**config.mk**
```make
export PLATFORM = sky130hd
export DESIGN_NAME = alu_8b
export DESIGN_NICKNAME = d
export VERILOG_FILES = /design/src/rtl/alu_pkg.sv /design/src/rtl/alu_8b_comb.sv /design/src/rtl/alu_8b.sv
export SDC_FILE = /design/constraint.sdc
export NUM_CORES = 1
export LEC_CHECK = 0
export ABC_CLOCK_PERIOD_IN_PS = 800
export CAP_MARGIN = 20
export CELL_PAD_IN_SITES_DETAIL_PLACEMENT = 1
export CELL_PAD_IN_SITES_GLOBAL_PLACEMENT = 1
export CORE_MARGIN = 2
export CORE_UTILIZATION = 43
export CTS_CLUSTER_SIZE = 30
export DETAILED_ROUTE_END_ITERATION = 10
export PLACE_DENSITY = 0.89
export SLEW_MARGIN = 10
export SYNTH_ARGS = -nofsm -noshare
export SYNTH_HDL_FRONTEND = slang
export SYNTH_HIERARCHICAL = 1
export SYNTH_SLANG_ARGS = --single-unit
```
**constraint.sdc**
```tcl
create_clock -name clk -period 0.8 [get_ports clk]
set_input_delay 0.16 -clock clk [delete_from_list [all_inputs] [get_ports clk]]
set_output_delay 0.16 -clock clk [all_outputs]
set_load 0.02 [all_outputs]
```
**src/rtl/alu_pkg.sv**
```systemverilog
// Shared types and constants for the registered 8-bit ALU.
// Opcode encoding plus the divide-by-zero quotient value.
// No state lives here.
package alu_pkg;

    localparam int ALU_WIDTH = 8;

    typedef enum logic [2:0] {
        OP_ADD = 3'd0,
        OP_SUB = 3'd1,
        OP_MUL = 3'd2,
        OP_DIV = 3'd3
    } alu_op_e;

    // Quotient reported when the divisor is zero: saturate to all-ones.
    localparam logic [ALU_WIDTH-1:0] DIV0_QUOT = '1;

endpackage

```
**src/rtl/alu_8b_comb.sv**
```systemverilog
// Purely combinational result generator: add, subtract, multiply, restoring divide.
// Latency: zero, res follows ctl/a/b combinationally.
// Backpressure: none, evaluated continuously.
module alu_8b_comb
    import alu_pkg::*;
#(
    parameter int WIDTH = ALU_WIDTH
) (
    input  logic [2:0]       ctl,
    input  logic [WIDTH-1:0] a,
    input  logic [WIDTH-1:0] b,
    output logic [WIDTH:0]   res
);

    // Quotient forced out when b is zero.
    localparam logic [WIDTH-1:0] DivZeroQuot = '1;

    alu_op_e          op;
    logic [WIDTH:0]   a_ext;
    logic [WIDTH:0]   b_ext;
    logic [WIDTH:0]   add_res;
    logic [WIDTH:0]   sub_res;
    logic [WIDTH:0]   mul_res;
    logic [WIDTH-1:0] div_quot;
    logic [WIDTH-1:0] div_res;
    logic             b_zero;

    assign op     = alu_op_e'(ctl);
    assign a_ext  = {1'b0, a};
    assign b_ext  = {1'b0, b};
    assign b_zero = (b == '0);

    // Add keeps the carry in the top bit; subtract wraps modulo 2^(WIDTH+1),
    // so the top bit is set exactly when a < b (borrow).
    assign add_res = a_ext + b_ext;
    assign sub_res = a_ext - b_ext;

    // Product evaluated at WIDTH+1 bits: higher product bits are intentionally dropped.
    assign mul_res = a_ext * b_ext;

    // Unrolled restoring divider: one shift/compare/subtract step per quotient bit, MSB first.
    always_comb begin
        logic [WIDTH:0] rem;
        rem      = '0;
        div_quot = '0;
        for (int i = WIDTH - 1; i >= 0; i--) begin
            rem = {rem[WIDTH-1:0], a[i]};
            if (rem >= b_ext) begin
                rem         = rem - b_ext;
                div_quot[i] = 1'b1;
            end
        end
    end

    // Divide by zero gets an explicit value so the result never depends on divider internals.
    assign div_res = b_zero ? DivZeroQuot : div_quot;

    // Opcode select; the unused encodings fall back to addition.
    always_comb begin
        res = add_res;
        case (op)
            OP_ADD:  res = add_res;
            OP_SUB:  res = sub_res;
            OP_MUL:  res = mul_res;
            OP_DIV:  res = {1'b0, div_res};
            default: res = add_res;
        endcase
    end

endmodule

```
**src/rtl/alu_8b.sv**
```systemverilog
// Registered 8-bit ALU: combinational result captured into q/cout each clock.
// Latency: 1 cycle from operands sampled at an edge to q/cout after that edge.
// Backpressure: none, a new operation is accepted every cycle.
module alu_8b
    import alu_pkg::*;
#(
    parameter int WIDTH = ALU_WIDTH
) (
    input  logic             clk,
    input  logic             rst_n,
    input  logic [2:0]       ctl,
    input  logic [WIDTH-1:0] a,
    input  logic [WIDTH-1:0] b,
    output logic [WIDTH-1:0] q,
    output logic             cout
);

    logic [WIDTH:0]   res;
    logic [WIDTH-1:0] q_d;
    logic [WIDTH-1:0] q_q;
    logic             cout_d;
    logic             cout_q;

    alu_8b_comb #(
        .WIDTH (WIDTH)
    ) u_comb (
        .ctl (ctl),
        .a   (a),
        .b   (b),
        .res (res)
    );

    assign q_d    = res[WIDTH-1:0];
    assign cout_d = res[WIDTH];

    // Output register; reset clears immediately and discards any pending result.
    always_ff @(posedge clk or negedge rst_n) begin
        if (!rst_n) begin
            q_q    <= '0;
            cout_q <= 1'b0;
        end else begin
            q_q    <= q_d;
            cout_q <= cout_d;
        end
    end

    assign q    = q_q;
    assign cout = cout_q;

endmodule

```
==> results of run 1 <==
==> synthesized netlist by cell type (6+ instances only) <==
| library cell | instances | area, um^2 |
|---|---|---|
| nor3b_1 | 6 | 45.04 |
| mux2_2 | 19 | 214.0 |
| nor2_1 | 50 | 187.7 |
| nand2b_1 | 10 | 62.56 |
| and2_1 | 10 | 62.56 |
| inv_1 | 67 | 251.5 |
| xor2_1 | 12 | 105.1 |
| nand3_1 | 10 | 50.05 |
| ha_1 | 91 | 1139 |
| nand2_1 | 45 | 168.9 |
| dfrtp_1 | 9 | 225.2 |
| o21ai_0 | 30 | 150.1 |
| and3_1 | 9 | 56.30 |
| a21o_1 | 20 | 150.1 |
| nor3_1 | 7 | 35.03 |
| o21a_1 | 8 | 60.06 |
| mux2i_1 | 11 | 110.1 |
| nor2b_1 | 18 | 112.6 |
| xnor2_1 | 39 | 341.6 |
| o211ai_1 | 6 | 45.04 |
| fa_1 | 25 | 500.5 |
| a211oi_1 | 6 | 45.04 |
| nand4_1 | 7 | 43.79 |
| a31oi_1 | 7 | 43.79 |
| a21oi_1 | 29 | 145.1 |
==> cells by family after synthesis <==
kind of cell | share of synthesized area
simple gates | 0.1911
buf+inv | 0.05747
mux | 0.06557
fa+ha+maj | 0.3316
compound gates | 0.2182
xor+xnor | 0.09038
flops | 0.04557
==> through the flow <==
step	utilization	hold WS, ns
after detailed placement	0.6391	0.4934
after floorplan	-	-0.1356
after global placement	0.6391	0.4584
==> flow_metrics.tcl, run 1 <==
set metrics [dict create \
    outcome "stopped before the end" \
    failed_stage "clock tree synthesis (4_1_cts)" \
    stop_error "[ERROR DPL-0033] detailed placement checks failed during check placement." \
    htree_levels 1 \
    clkSinkCount 9 \
    ys_seq_elements 9 \
    dp.cells 995 \
    die-width_um 111.2 \
    numCtsBuffers 3 \
    post-place-ws_ns -13.71 \
    rows 39 \
    async_reset_ff_frac 1.000 \
    syn_area_per_cell_um2 8.023 \
    place.port_buffers 29 \
    die_h_um 111.2 \
    start_util 0.4366 \
    dp_hpwl_um 21350 \
    hold_buffers 0 \
    detailed_place.area_um2 7236 \
    syn_inst 616 \
    routabilityCongestion 0.8931 \
    seq_area_frac_synth 0.04557 \
    cts_resized 267 \
    yosysWarnings 6 \
    syn_nets 753 \
    synth_cell_types 67 \
    synth_area_um2 4942 \
    clock_path_buffers 2 \
    synthFlopType "dfrtp_1" \
    cts_setup_buffers 88 \
    clockRootBuffer "clkbuf_16" \
    synth_edf_count 0 \
    io_pins 30 \
]
==> run 2: changes to the inputs <==
Settings changed: ABC_CLOCK_PERIOD_IN_PS 800 to 1000, CELL_PAD_IN_SITES_DETAIL_PLACEMENT 1 to not set, CELL_PAD_IN_SITES_GLOBAL_PLACEMENT 1 to not set, CORE_UTILIZATION 43 to 30, CTS_CLUSTER_SIZE 30 to not set, PLACE_DENSITY 0.89 to not set, PLACE_DENSITY_LB_ADDON set to 0.15.
Clock period 0.8 ns to 1 ns, I/O delays scaled along.
==> flow_metrics.tcl, run 2 <==
set metrics [dict create \
    outcome "complete, but fails checks" \
    violations "setup timing" \
    drv_slew 0 \
    slew_headroom 0.5978 \
    drv_cap 0 \
    fin_cells 1167 \
    layout.cells.most_common "buf_4" \
    post_drt_via_cell_ratio 4.873 \
    drt_iter0_drc 215 \
    rsz0062_at_grt "true" \
    rows 46 \
    wl_per_cell_um 16.15 \
    ir_drop_uv 991.0 \
    worstSetupStartpoint "a[7]" \
    drc_errors 0 \
    synthTopCellsByArea "ha_1 (23%), fa_1 (10%), xnor2_1 (6.9%), inv_1 (5.1%), dfrtp_1 (4.6%)" \
    vias 5687 \
    die-width_um 132.4 \
    setup_viol 9 \
    antenna_found_initial 0 \
    grt_usage 0.2134 \
    seq_area_frac_synth 0.04557 \
    grt_pass1_wl_um 30520 \
    largest_reg_flops 8 \
    hold_buffers 0 \
    setup_slack_ns -11.19 \
    routabilityCongestion 0.9010 \
    grt_max_degree 18 \
    period_minus_slack_ns 12.19 \
    synth_cell_types 67 \
    place.port_buffers 29 \
    synth_top_area_cell "ha_1" \
    layout_common_cells "buf_4 (278), ha_1 (58), inv_1 (49)" \
    cp_max_fo 6 \
    clock.fmax_mhz 82.06 \
    nNetsFinal 1089 \
    synthFlopType "dfrtp_1" \
    io_pins 30 \
    globalRouteOverflowTotal 0 \
    hold_class "input port to asynchronous set/reset pin" \
    clkSinkCount 9 \
    cp_common_cell "buf_4" \
    yosysMostFrequentCell "ha_1" \
    die-area_um2 17520 \
    slowest_stage "o31ai_4" \
    post-place-ws_ns -12.49 \
    syn_area_per_cell_um2 8.023 \
    finalPower_w 0.01289 \
    start_util 0.3089 \
    ant_nets 0 \
    dp.cells 1073 \
    clockRootBuffer "clkbuf_16" \
    htree_levels 1 \
    drive_above_1_share 0.5405 \
    dp_hpwl_um 13990 \
    synthTopCellsByCount "ha_1 (91), inv_1 (67), nor2_1 (50)" \
    clock_path_buffers 2 \
    dr.pass1.iters 4 \
    synth_top_area_share 0.2304 \
    power_density_nw_per_um2 1449 \
    hold_viol_final 0 \
    ys_seq_elements 9 \
    worstMarginPinSlew_ns 0.6005 \
    n_antenna_cell 0 \
    slowest_delay_ns 0.35 \
    syn_inst 616 \
    wl_um 18840 \
    async_reset_ff_frac 1.000 \
    endpoint_kind "register" \
    post-route-period-util 12.19 \
    critPathKind "input port to register" \
    critical_path_arrival_ns 12.30 \
    die_h_um 132.4 \
    numCtsBuffers 3 \
    coreArea_um2 16000 \
    synth_edf_count 0 \
    setup.worst_path.start_class "input port" \
    syn_nets 753 \
    grt_pass1_vias 5984 \
    clk_pin_slew_worst_paths_ns 0.04 \
    synth_area_um2 4942 \
    leakage_nw 4.320 \
    tritoncts "done" \
    area_growth_pct 80.03 \
    yosysWarnings 6 \
    cp.required_ns 1.11 \
]
[run 2: metrics by stage]
| step | TNS [ns] | instance area [um^2] | hold WS (ns) | util |
|---|---|---|---|---|
| after floorplan | -52.18 | 5213 | -0.09559 | - |
| after global placement | -59.86 | 7365 | 0.5194 | 0.4603 |
| after detailed placement | -61.35 | 7365 | 0.5128 | 0.4603 |
| after CTS | -50.09 | 8448 | 0.2713 | 0.5280 |
| after global routing | -53.81 | 8897 | 0.3103 | 0.5561 |
| final | -51.16 | 8897 | 0.2566 | 0.5561 |
[run 2: routing by layer]
layer / wire [um] / vias up / track usage
met5: 0 / - / 0
met4: 251 / 0 / 0.03883
met3: 678 / 24 / 0.01576
met2: 9774 / 108 / 0.4064
met1: 8139 / 2692 / 0.2633
li1: - / 2863 / -
[run 2: repair_timing]
action | CTS | global route
setup endpoints to repair | 18 | 9
endpoints found under the hold margin | 0 | 0
gates resized for setup | 206 | 77
buffers inserted | 72 | 23
pin swaps | 87 | 96
[run 2: logic make-up (layout without fill, tap and decap cells)]
family,after synthesis,count (layout),synth area share
xor+xnor,51,51,0.09038
mux,30,30,0.06557
compound gates,151,151,0.2182
fa+ha+maj,116,116,0.3316
buf+inv,73,408,0.05747
simple gates,186,186,0.1911
flops,9,9,0.04557
[run 2: path summary, 6_finish.rpt]
kind / endpoint / cells after the start
worst max-delay path: q[0] / 78
worst min-delay path: q[3] / 1
max in group asynchronous: q[0] / 1
min in group clk: cout / 6
[run 2: final cells by class]
class	instances	area (um^2)
repair buffers	336	2663
multi-input cells	534	5390
flip-flops and latches	9	225.2
inverters	68	270.3
well taps	216	270.3
fillers	1465	7103
clock buffers	4	78.83
[run 2: power by group]
part           internal [W]  total [W]  switching (W)
Sequential         0.000480   0.000500      0.0000199
Combinational       0.00639     0.0117        0.00531
Clock              0.000532   0.000692       0.000161
[run 2: worst max-delay path: cells and delay by family]
family / cells / cell delay (ns)
compound gates: 30 / 4.66
xor+xnor: 1 / 0.18
fa+ha+maj: 7 / 1.65
buf+inv: 23 / 2.82
mux: 4 / 1.07
simple gates: 13 / 1.72
No activity file was read; power rests on OpenSTA's default activity.
==> edit: new RTL, flow settings as in run 2 <==
Set the package constant `ALU_WIDTH` to 12 (it was 8).
--- a/src/rtl/alu_pkg.sv
+++ b/src/rtl/alu_pkg.sv
@@ -4,5 +4,5 @@
 package alu_pkg;
 
-    localparam int ALU_WIDTH = 8;
+    localparam int ALU_WIDTH = 12;
 
     typedef enum logic [2:0] {
Interface: changed (resized a, b and q); port bits go from 30 to 42. The function was not compared with the original's and may differ.
==> edit against run 2 <==
  * The run ends with design-rule violations, negative setup slack left
  * Final cell count is 120% higher
  * Critical path depth is 68 higher
  * Die area is 120% higher
  * Cell area is 110% higher
  * Power grew to 3.0 times the old value
  * Sequential power is 50% higher
  * Synthesized area is 120% higher
  * Sequential cell count is 4 higher
  * Global-route usage is 0.98 points higher
  * Wire length is 130% higher
  * Worst setup slack worse by 11 ns
==> edit: results (changes against run 2) <==
- The flow ran to the end, but the final reports show violations.
- The checks that failed: design-rule violations, negative setup slack.
- The XOR/XNOR share of the synthesized area is 9.59% (+0.55 points).
- The number of distinct library cell variants in the gate-level netlist after synthesis is 78 (+16%).
- After synthesis, the most frequently instantiated cells are sky130_fd_sc_hd__ha_1 (188), sky130_fd_sc_hd__inv_1 (154), sky130_fd_sc_hd__nand2_1 (137), sky130_fd_sc_hd__nor2_1 (105), sky130_fd_sc_hd__o21ai_0 (86).
- The number of endpoints failing setup at the final stage is 13 (+4).
- The sequential share of the synthesized area is 2.99% (-1.6 points).
- The global-route wire length before repair came to 67600 um (+120%).
- The gate count of the mapped netlist is 1410 (+130%).
- Yosys attributes the largest share of cell area to sky130_fd_sc_hd__ha_1 (22%), sky130_fd_sc_hd__fa_1 (11%), sky130_fd_sc_hd__xnor2_1 (6.7%).
- The largest stage delay on the critical path is 0.49 ns (+0.14 ns).
- The post-placement worst setup slack is -24.01 ns (-11.52 ns).
- The count of unresolved DRC violations after routing is 11 (+11).
- The number of buffer cells added on primary ports came to 41 (+41%).
- The met3 routed wirelength is 1030 um (+53%).
- The total number of nets in the final design is 2374 (+120%).
- The global placer's final weighted congestion is 0.900 (-0.16%).
- The number of global-route vias before repair is 12927 (+120%).
- The minimum setup slack in the final design came to -22.29 ns (-11.10 ns).
- The worst max-slew margin expressed relative to the limit is 60.3% (+0.48 points).
- The count of TritonRoute iterations in the first routing pass is 8 (+4).
- The area fraction in compound gates after synthesis came to 21.5% (-0.35 points).
- The cell area reported after detailed placement is 0.0159 mm2 (+120%).
- The number of fill cells in the layout is 3283 (+120%).
- The arithmetic-cell share of the synthesized area counting full adders, half adders and majority gates is 32.7% (-0.48 points).
- The iteration-0 DRC count of the detailed router was 529 (+150%).
- The static leakage is 9.45 nW (+120%).
- The wire length per cell after detailed routing is 17.0 um (+5.4%).
- The largest individual stage delay along the critical path comes from the cell sky130_fd_sc_hd__or4_4.
- The post-CTS setup buffer count was 109 (+51%).
- The final standard cell count with taps included and fillers excluded is 2557 (+120%).
- The maximum net fanout on the critical path was 11 (+5).
- The number of flip-flops under the largest register name is 12 (+4).
- The power share of the clock group is 2.0% (-3.4 points).
- The total nets after synthesis is 1687 (+120%).
- The net switching component of the power came to 17.0 mW (+210%).
- The fraction of layout cells with a size suffix above 1 is 49.8% (-4.3 points).
- The post-CTS resize count came to 297 (+44%).
- The worst IR drop on VDD was 1650 uV (+67%).
- The final-layout setup total negative slack is -136.35 ns (-85.18 ns).
- The total track usage was 22.3% (+0.98 points).
edit: cell count changes after synthesis, sizes merged, moves of 44 or more:
cell / run 2 / this run
a21oi: 30 / 79
ha: 91 / 188
inv: 67 / 155
nand2: 46 / 137
nor2: 50 / 105
o21ai: 31 / 88
xnor2: 39 / 83
edit: path summary, 6_finish.rpt:
path / startpoint / endpoint / slack, ns
max: b[0] / q[0] / -22.29
min: rst_n / cout / 0.28
max in group asynchronous: rst_n / q[0] / 0.57
min in group clk: a[11] / q[11] / 0.70
edit: metal layers:
layer / up-vias / global-route usage, %
li1: 6340 / -
met4: 0 / 5.64
met5: - / 0
met1: 6076 / 29.3
met2: 201 / 40.1
met3: 50 / 0.989
edit: cell type report:
type	count	area (um2)	share of cell area (%)
tap	461	577	3.05
sequential	13	325	1.72
clock inverter	1	5.00	0.0265
inverter	156	642	3.40
timing repair buffer	712	5790	30.7
clock buffer	3	75.1	0.397
multi-input combinational	1211	11500	60.7
